[src/rtl/pc_exec_control_pkg.sv]
// Shared encodings for the execution sequencer.
// State codes are also decoded by the debug unit.
package pc_exec_control_pkg;

  localparam logic [2:0] CMD_NOP     = 3'd0;
  localparam logic [2:0] CMD_RUN     = 3'd1;
  localparam logic [2:0] CMD_STEP    = 3'd2;
  localparam logic [2:0] CMD_PAUSE   = 3'd3;
  localparam logic [2:0] CMD_RESTART = 3'd4;

  typedef enum logic [2:0] {
    ST_IDLE  = 3'd0,
    ST_RUN   = 3'd1,
    ST_STEP  = 3'd2,
    ST_DRAIN = 3'd3,
    ST_DONE  = 3'd4,
    ST_CLEAR = 3'd5
  } state_t;

endpackage

[src/rtl/pc_exec_control_sat_counter.sv]
// Saturating up-counter with synchronous clear.
// Holds at all-ones instead of wrapping.
module sat_counter #(
  parameter int WIDTH = 32
) (
  input  logic             clk,
  input  logic             reset,
  input  logic             en,
  input  logic             clr,
  output logic [WIDTH-1:0] count
);

  localparam logic [WIDTH-1:0] ONE = {{(WIDTH-1){1'b0}}, 1'b1};

  always_ff @(posedge clk or negedge reset) begin
    if (!reset) begin
      count <= '0;
    end else if (clr) begin
      count <= '0;
    end else if (en && (count != '1)) begin
      count <= count + ONE;
    end
  end

endmodule

[src/rtl/pc_exec_control.sv]
// Execution sequencer: debug run/step/pause/restart,
// hazard stall merge, HALT drain and cycle counting.
import pc_exec_control_pkg::*;

module pc_exec_control #(
  parameter int len_cycles   = 32,
  parameter int drain_cycles = 4
) (
  input  logic                  clk,
  input  logic                  reset,
  input  logic                  cmd_valid,
  input  logic [2:0]            cmd_code,
  output logic                  cmd_ready,
  input  logic                  hazard_stall,
  input  logic                  halt_detected,
  output logic                  pc_write,
  output logic                  pipe_enable,
  output logic                  pc_clear,
  output logic [len_cycles-1:0] cycle_count,
  output logic [2:0]            state,
  output logic                  done
);

  localparam int DW = $clog2(drain_cycles + 1);
  localparam logic [DW-1:0] DRAIN_LOAD = DW'(drain_cycles);
  localparam logic [DW-1:0] DRAIN_ONE  = DW'(1);

  state_t        state_q;
  state_t        state_d;
  logic [DW-1:0] drain_q;
  logic [DW-1:0] drain_d;
  logic          done_q;
  logic          accept;

  assign cmd_ready = (state_q == ST_IDLE) |
                     (state_q == ST_RUN) |
                     (state_q == ST_DONE);
  assign accept    = cmd_valid & cmd_ready;

  always_comb begin
    state_d = state_q;
    drain_d = drain_q;
    unique case (state_q)
      ST_IDLE: begin
        if (accept) begin
          case (cmd_code)
            CMD_RUN:     state_d = ST_RUN;
            CMD_STEP:    state_d = ST_STEP;
            CMD_RESTART: state_d = ST_CLEAR;
            default:     state_d = ST_IDLE;
          endcase
        end
      end
      ST_RUN: begin
        // HALT wins over any command accepted in the same cycle
        if (halt_detected) begin
          state_d = ST_DRAIN;
          drain_d = DRAIN_LOAD;
        end else if (accept) begin
          case (cmd_code)
            CMD_PAUSE:   state_d = ST_IDLE;
            CMD_RESTART: state_d = ST_CLEAR;
            default:     state_d = ST_RUN;
          endcase
        end
      end
      ST_STEP: begin
        if (halt_detected) begin
          state_d = ST_DRAIN;
          drain_d = DRAIN_LOAD;
        end else begin
          state_d = ST_IDLE;
        end
      end
      ST_DRAIN: begin
        drain_d = drain_q - DRAIN_ONE;
        if (drain_q == DRAIN_ONE) begin
          state_d = ST_DONE;
        end
      end
      ST_DONE: begin
        if (accept && (cmd_code == CMD_RESTART)) begin
          state_d = ST_CLEAR;
        end
      end
      ST_CLEAR: state_d = ST_IDLE;
      default:  state_d = ST_IDLE;
    endcase
  end

  always_ff @(posedge clk or negedge reset) begin
    if (!reset) begin
      state_q <= ST_IDLE;
      drain_q <= '0;
      done_q  <= 1'b0;
    end else begin
      state_q <= state_d;
      drain_q <= drain_d;
      done_q  <= (state_d == ST_DONE) && (state_q != ST_DONE);
    end
  end

  assign pipe_enable = (state_q == ST_RUN) |
                       (state_q == ST_STEP) |
                       (state_q == ST_DRAIN);
  assign pc_write    = ((state_q == ST_RUN) | (state_q == ST_STEP)) &
                       ~hazard_stall & ~halt_detected;
  assign pc_clear    = (state_q == ST_CLEAR);
  assign state       = state_q;
  assign done        = done_q;

  sat_counter #(
    .WIDTH(len_cycles)
  ) u_cycles (
    .clk  (clk),
    .reset(reset),
    .en   (pipe_enable),
    .clr  (pc_clear),
    .count(cycle_count)
  );

endmodule

[config.mk]
export PLATFORM = sky130hd
export DESIGN_NAME = pc_exec_control
export DESIGN_NICKNAME = d
export VERILOG_FILES = /design/src/rtl/pc_exec_control_pkg.sv /design/src/rtl/pc_exec_control_sat_counter.sv /design/src/rtl/pc_exec_control.sv
export SDC_FILE = /design/constraint.sdc
export NUM_CORES = 1
export LEC_CHECK = 0
export ABC_AREA = 1
export BUFFER_PORTS_ARGS = -buffer_cell sky130_fd_sc_hd__buf_2
export CORE_MARGIN = 10
export CORE_UTILIZATION = 56
export CTS_CLUSTER_SIZE = 24
export DETAILED_ROUTE_END_ITERATION = 10
export GPL_TIMING_DRIVEN = 0
export PLACE_DENSITY_LB_ADDON = 0.3
export SKIP_LAST_GASP = 1
export SYNTH_ARGS = -nofsm -noshare
export SYNTH_HDL_FRONTEND = slang
export SYNTH_HIERARCHICAL = 1
export SYNTH_SLANG_ARGS = --single-unit
[constraint.sdc]
create_clock -name clk -period 2 [get_ports clk]
set_clock_uncertainty 0.15 [all_clocks]
set_input_delay 0.3 -clock clk [delete_from_list [all_inputs] [get_ports clk]]
set_output_delay 0.3 -clock clk [all_outputs]
set_load 0.05 [all_outputs]
; ---- After elaboration in Yosys (flattened, before gate mapping)
; Index checks and enable logic that the tools add are counted.
[op_classes]
bitwise = 9
n_addsub = 2
n_mux = 13
eq_ne = 14
reduce_logical = 8
[op_table]
columns = cell, n
row1 = 32-bit 2-to-1 mux, 2
row2 = "32-bit by 1-bit adder with 32-bit output, second input constant", 1
row3 = "32-bit inequality test, second input constant", 1
row4 = 3-bit 2-to-1 mux, 6
row5 = 3-bit one-hot mux with 5 select lines, 1
row6 = "3-bit by 2-bit equality test with 1-bit output, second input constant", 4
row7 = "3-bit equality test, second input constant", 4
row8 = 3-bit one-hot mux with 2 select lines, 2
row9 = "3-bit by 1-bit equality test with 1-bit output, second input constant", 3
row10 = 3-bit one-hot mux with 3 select lines, 1
row11 = 1-bit bitwise OR, 4
row12 = 2-bit nonzero test, 2
row13 = 1-bit AND, 3
row14 = 1-bit logical AND, 3
row15 = 3-bit zero test, 1
row16 = "3-bit inequality test, second input constant", 1
row17 = "3-bit by 1-bit subtractor with 3-bit output, second input constant", 1
row18 = 2-bit 2-to-1 mux, 1
row19 = "2-bit by 1-bit inequality test with 1-bit output, second input constant", 1
row20 = 1-bit NOT, 2
row21 = 2-bit AND reduction, 1
row22 = 2-bit OR reduction, 1
[word_totals]
wordCells = 50
inputBits = 8
regBits = 39
out_inout_bits = 40

; ---- Logic depth before layout (Yosys ltp)
[depth]
ltp_word = 9
depth_mapped = 12
mapped_depth_nobuf = 11

; ---- Modules after synthesis
; The synthesis kept the hierarchy.
[modules_own_cells]
columns = module, n_inst, area_each_um2, seq_area_each_um2, cells_per_inst
row1 = sat_counter, 1, 2243.4, 800.8, 345
row2 = pc_exec_control, 1, 454.2, 175.2, 62

; ---- Worst setup path before layout
; Ideal clock, no wire load.
[synth_path]
path_kind = reg2reg
from = register state_q[2], in the netlist state[2]
to = register u_cycles.count[26]
n_path_buf = 1
setup_time_ns = 0.119
required_ns = 1.731
period_less_slack_ns = 3.347
t_arrival_ns = 3.078
stages_incl_launch_ff = 9
slack_ns = -1.347
cell_sequence = dfrtp_1 > inv_1 > nor3_1 > inv_1 > nand2_4 > inv_2 > buf_6 > nand2_1 > nand2_1
[synth_between]
word_cells_on_any_way = 9
cone_classes = 4 x eq/ne / 1 x mux / 2 x bitwise / 2 x reduce/logical
[synth_lines]
columns = element, line
row1 = "start, declared", pc_exec_control.sv:28  ; state_t state_q;
row2 = "start signal, assigned", pc_exec_control.sv:97  ; state_q <= state_d;
row3 = 3-bit equality test *, pc_exec_control.sv:108  ; assign pc_clear = (state_q == ST_CLEAR);
row4 = named net pc_clear, pc_exec_control.sv:18  ; output logic pc_clear,
row5 = 32-bit 2-to-1 mux / 2-bit nonzero test (equally long branches), -
row6 = "end signal, assigned", pc_exec_control_sat_counter.sv:21  ; count <= count + ONE;
row7 = "end, declared", pc_exec_control_sat_counter.sv:10  ; output logic [WIDTH-1:0] count
; The timed path passes the listed nets; every way through them passes the cells marked *.
; A chain may end at the register's enable or synchronous reset.

; ---- Final worst setup path
[layout_path]
from = register u_cycles.count[0]
to = register u_cycles.count[26]
[layout_between]
elab_chain_cells = 3
word_cells_on_any_way = 6
cone_classes = 1 x add/sub / 1 x eq/ne / 2 x mux / 2 x reduce/logical
[layout_lines]
columns = element, line
row1 = 32-bit by 1-bit adder with 32-bit output / 32-bit inequality test (equally long branches), "pc_exec_control_sat_counter.sv:21, pc_exec_control_sat_counter.sv:20"
row2 = 32-bit 2-to-1 mux / 1-bit logical AND (equally long branches), pc_exec_control_sat_counter.sv:20  ; end else if (en && (count != '1)) begin
row3 = 32-bit 2-to-1 mux / 2-bit nonzero test (equally long branches), -
; Several ways; a longest one is shown, not always the timed one. The select of a mux whose other input is x is not followed.

==> results by group <==
Yosys
  – Async set-reset flop share out of synthesis: 1.000
  – Top-count cell post-synth: nand2_1
  – Synth warn: 6
  – Syn Nets: 418
  – #FFs+latches synth: 39
  – Most frequent cells after synthesis: nand2_1, nor2_1, dfrtp_1
  – Mapped Area: 2698 µm²
  – Post-synth top flop: dfrtp_1
  – Mapped Cells: slightly above 400
  – EDFF count, synth: 0
  – Sequential cell area fraction in the yosys report: 0.3618
  – Avg Inst Size Synth: 6.628 µm²
  – Top cells by area, synth: dfrtp_1, nand2_1, nor2_1
  – Post-synth top area share: 0.3618
  – Most area-hungry cell type in the Yosys netlist: dfrtp_1
  – Cell variety after synth: 30

Power and ir drop
  – Clock power frac: 0.148
  – Lkg Pwr: roughly 1.7 nW
  – Comb pwr share: 0.563
  – Internal cell power: between 1.5 and 2 mW
  – Pwr dens: about 1100 nW/µm²
  – Seq pwr share: 0.289
  – Total power: between 3 and 4 mW
  – Switching share of power: 0.4985
  – Net Switching: between 1.5 and 2 mW
  – Peak supply drop: approximately 1.3 mV

CTS
  – TritonCTS clock tree: built
  – Clock transition at path regs: approximately 0.080 ns
  – H-tree depth: 2
  – Sink Count: 39
  – Longest Clk Path Bufs: 2
  – Root buffer cell: clkbuf_8
  – Cts bufs inserted: 5
  – Worst skew pair latency: around 0.3 ns

Critical path
  – Critical Path End Type: register
  – Critical Path AT: about 2.0 ns
  – Critical path fanouts, max: 10
  – Worst R2R Path Depth: 12
  – FF-to-FF End: u_cycles/count[26]
  – Data required, critical path: between 2 and 2.5 ns
  – CP endpoint: u_cycles/count[26]
  – FF-to-FF setup slack: approximately 0.069 ns
  – Setup CP Type: register to register
  – Worst setup path startpoint: u_cycles/count[0]
  – CP Launch Type: register
  – RR Startpoint: u_cycles/count[0]

Cells and area
  – Layout Cells excl Fill: between 500 and 600
  – Ant diodes: 0
  – Final design utilization: 0.6997
  – Layout cell share with drive strength beyond 1: 0.2474
  – Layout net count: between 400 and 500
  – Fill cells: 404
  – Design area: ~3300 µm²
  – Area delta synth->final: 21.71%

Die
  – Die Ht: 89.41 µm
  – Die area: ~8000 µm²
  – Starting density of the core: 0.5749
  – Width of the die: a little under 90 µm
  – Core Box Area: around 4700 µm²
  – IO Pins: 48
  – Std-Cell Rows: 25

Place
  – GP Congestion: approximately 0.94
  – Post-Place Cell Area: about 3000 µm²
  – HPWL Detailed: about 5500 µm
  – Inst Count DP: approximately 510
  – Port Buffers: 47
  – Worst slack at placement: about 0.056 ns

Routing
  – Vias: between 2000 and 3000
  – Antenna Nets Post-Route: 0
  – DR WL/cell: ~14 µm
  – Total wire length: 7457 µm
  – TritonRoute pass-1 iters: 5
  – DR DRC count: 0
  – Via density: between 5 and 6
  – Iteration-0 DRC Markers: 271

Status
  – Status: complete, but fails checks
  – Failing checks: negative hold slack

Global route
  – Largest net degree at the start of global routing: 40
  – GRT Total Usage: 0.1958
  – Initial antenna violation count: 0
  – First-pass GRT wire length: around 12000 µm
  – Vias in the first global route: 2640
  – Global route total overflow: 0

STA
  – Final hold violations: 39
  – Smallest hold slack: -0.03328 ns
  – Worst setup margin: 0.06932 ns
  – RSZ-0062 raised after global routing: true
  – Final setup viols: 0
  – Final Slew Violations: 0
  – Final Critical Period: 1.931 ns
  – Setup TNS: 0 ns
  – Slew @ Worst Pin: 0.8675 ns
  – Max transition margin: 0.4216
  – Max Fclk: between 500 and 600 MHz
  – Final period util: 0.9653

Hold path
  – Hold WC Path Type: primary input to async pin

Flow run
  – Max-Cap Viols: 0
## flip-flops by register name (all words and copies together), names as in the netlist
name / flops
u_cycles/count: 32
drain_q: 3
state: 3
done: 1
## power groups by stage
stage / sequential [mW] / combinational (mW) / clock, mW
3_5_place_dp: 1.06 / 1.81 / 0
2_1_floorplan: 1.27 / 1.14 / 0
5_1_grt: 1.05 / 2.20 / 0.578
3_3_place_gp: 1.06 / 1.76 / 0
6_report: 1.03 / 2.02 / 0.530
4_1_cts: 1.05 / 1.87 / 0.537
## worst max-delay path, cell delays in order (launching register included)
cell	delay, ns
dfrtp_2	0.42
ha_4	0.15
nand2_2	0.06
nor2_4	0.21
nand2_4	0.11
nor2_8	0.14
nand2_4	0.08
nand2_8	0.10
nand2_4	0.07
inv_4	0.08
buf_8	0.14
nand2_1	0.06
nand2_1	0.07
## final cells by class
cell class | instances | area, µm² | share of cell area
Inverter | 41 | 158.9 | 0.04840
Tap cell | 54 | 67.56 | 0.02058
Clock buffer | 5 | 68.82 | 0.02096
Timing Repair Buffer | 58 | 326.6 | 0.09947
Multi-Input combinational cell | 319 | 1580 | 0.4813
Clock inverter | 3 | 15.01 | 0.004573
Buffer | 8 | 77.57 | 0.02363
Sequential cell | 39 | 988.4 | 0.3011
## cell families after synthesis
kind of cell,Yosys count,synth area share
buffers and inverters,49,0.07977
adders and majority gates,3,0.01392
DFF,39,0.3618
xor gates and xnor gates,10,0.03247
AOI/OAI and AO/OA,29,0.05659
and+or+nand+nor,277,0.4555
## cells in the final DEF (no fill, tap or decap), types with 6 or more instances in the layout
master and count:
buf_4 12, nand2_1 145, nor2_4 6, a21oi_1 7, o21ai_1 13, nand2_2 7
nand4_1 10, inv_1 35, nand3_1 37, dfrtp_1 31, nor2_1 55, dfrtp_2 7
buf_2 45
## metal layers
layer / vias to the layer above / GRT usage / part of all wire
li1: 1420 / - / -
met1: 1341 / 0.2516 / 0.44
met2: 118 / 0.3162 / 0.47
met3: 9 / 0.05105 / 0.086
met4: 0 / 0.05347 / 0.011
met5: - / 0 / 0
## repair_timing
action | CTS | global route
hold buffers | 0 | 0
setup buffers | 2 | 9
pin swaps | 1 | 6
setup endpoints to repair | 2 | 28
gates resized for setup | 3 | 14
## worst min path at each step
| stage | start | end | slack (ns) |
|---|---|---|---|
| 6_report | reset | u_cycles/count[17] | -0.03 |
| 5_1_grt | reset | u_cycles/count[20] | 0.05 |
| 4_1_cts | reset | u_cycles/count[6] | 0.0004 |
| 3_5_place_dp | reset | u_cycles/count[17] | 0.31 |
| 3_3_place_gp | reset | u_cycles/count[17] | 0.32 |
| 2_1_floorplan | reset | done | -0.15 |
Power figures use the tool's default switching activity.
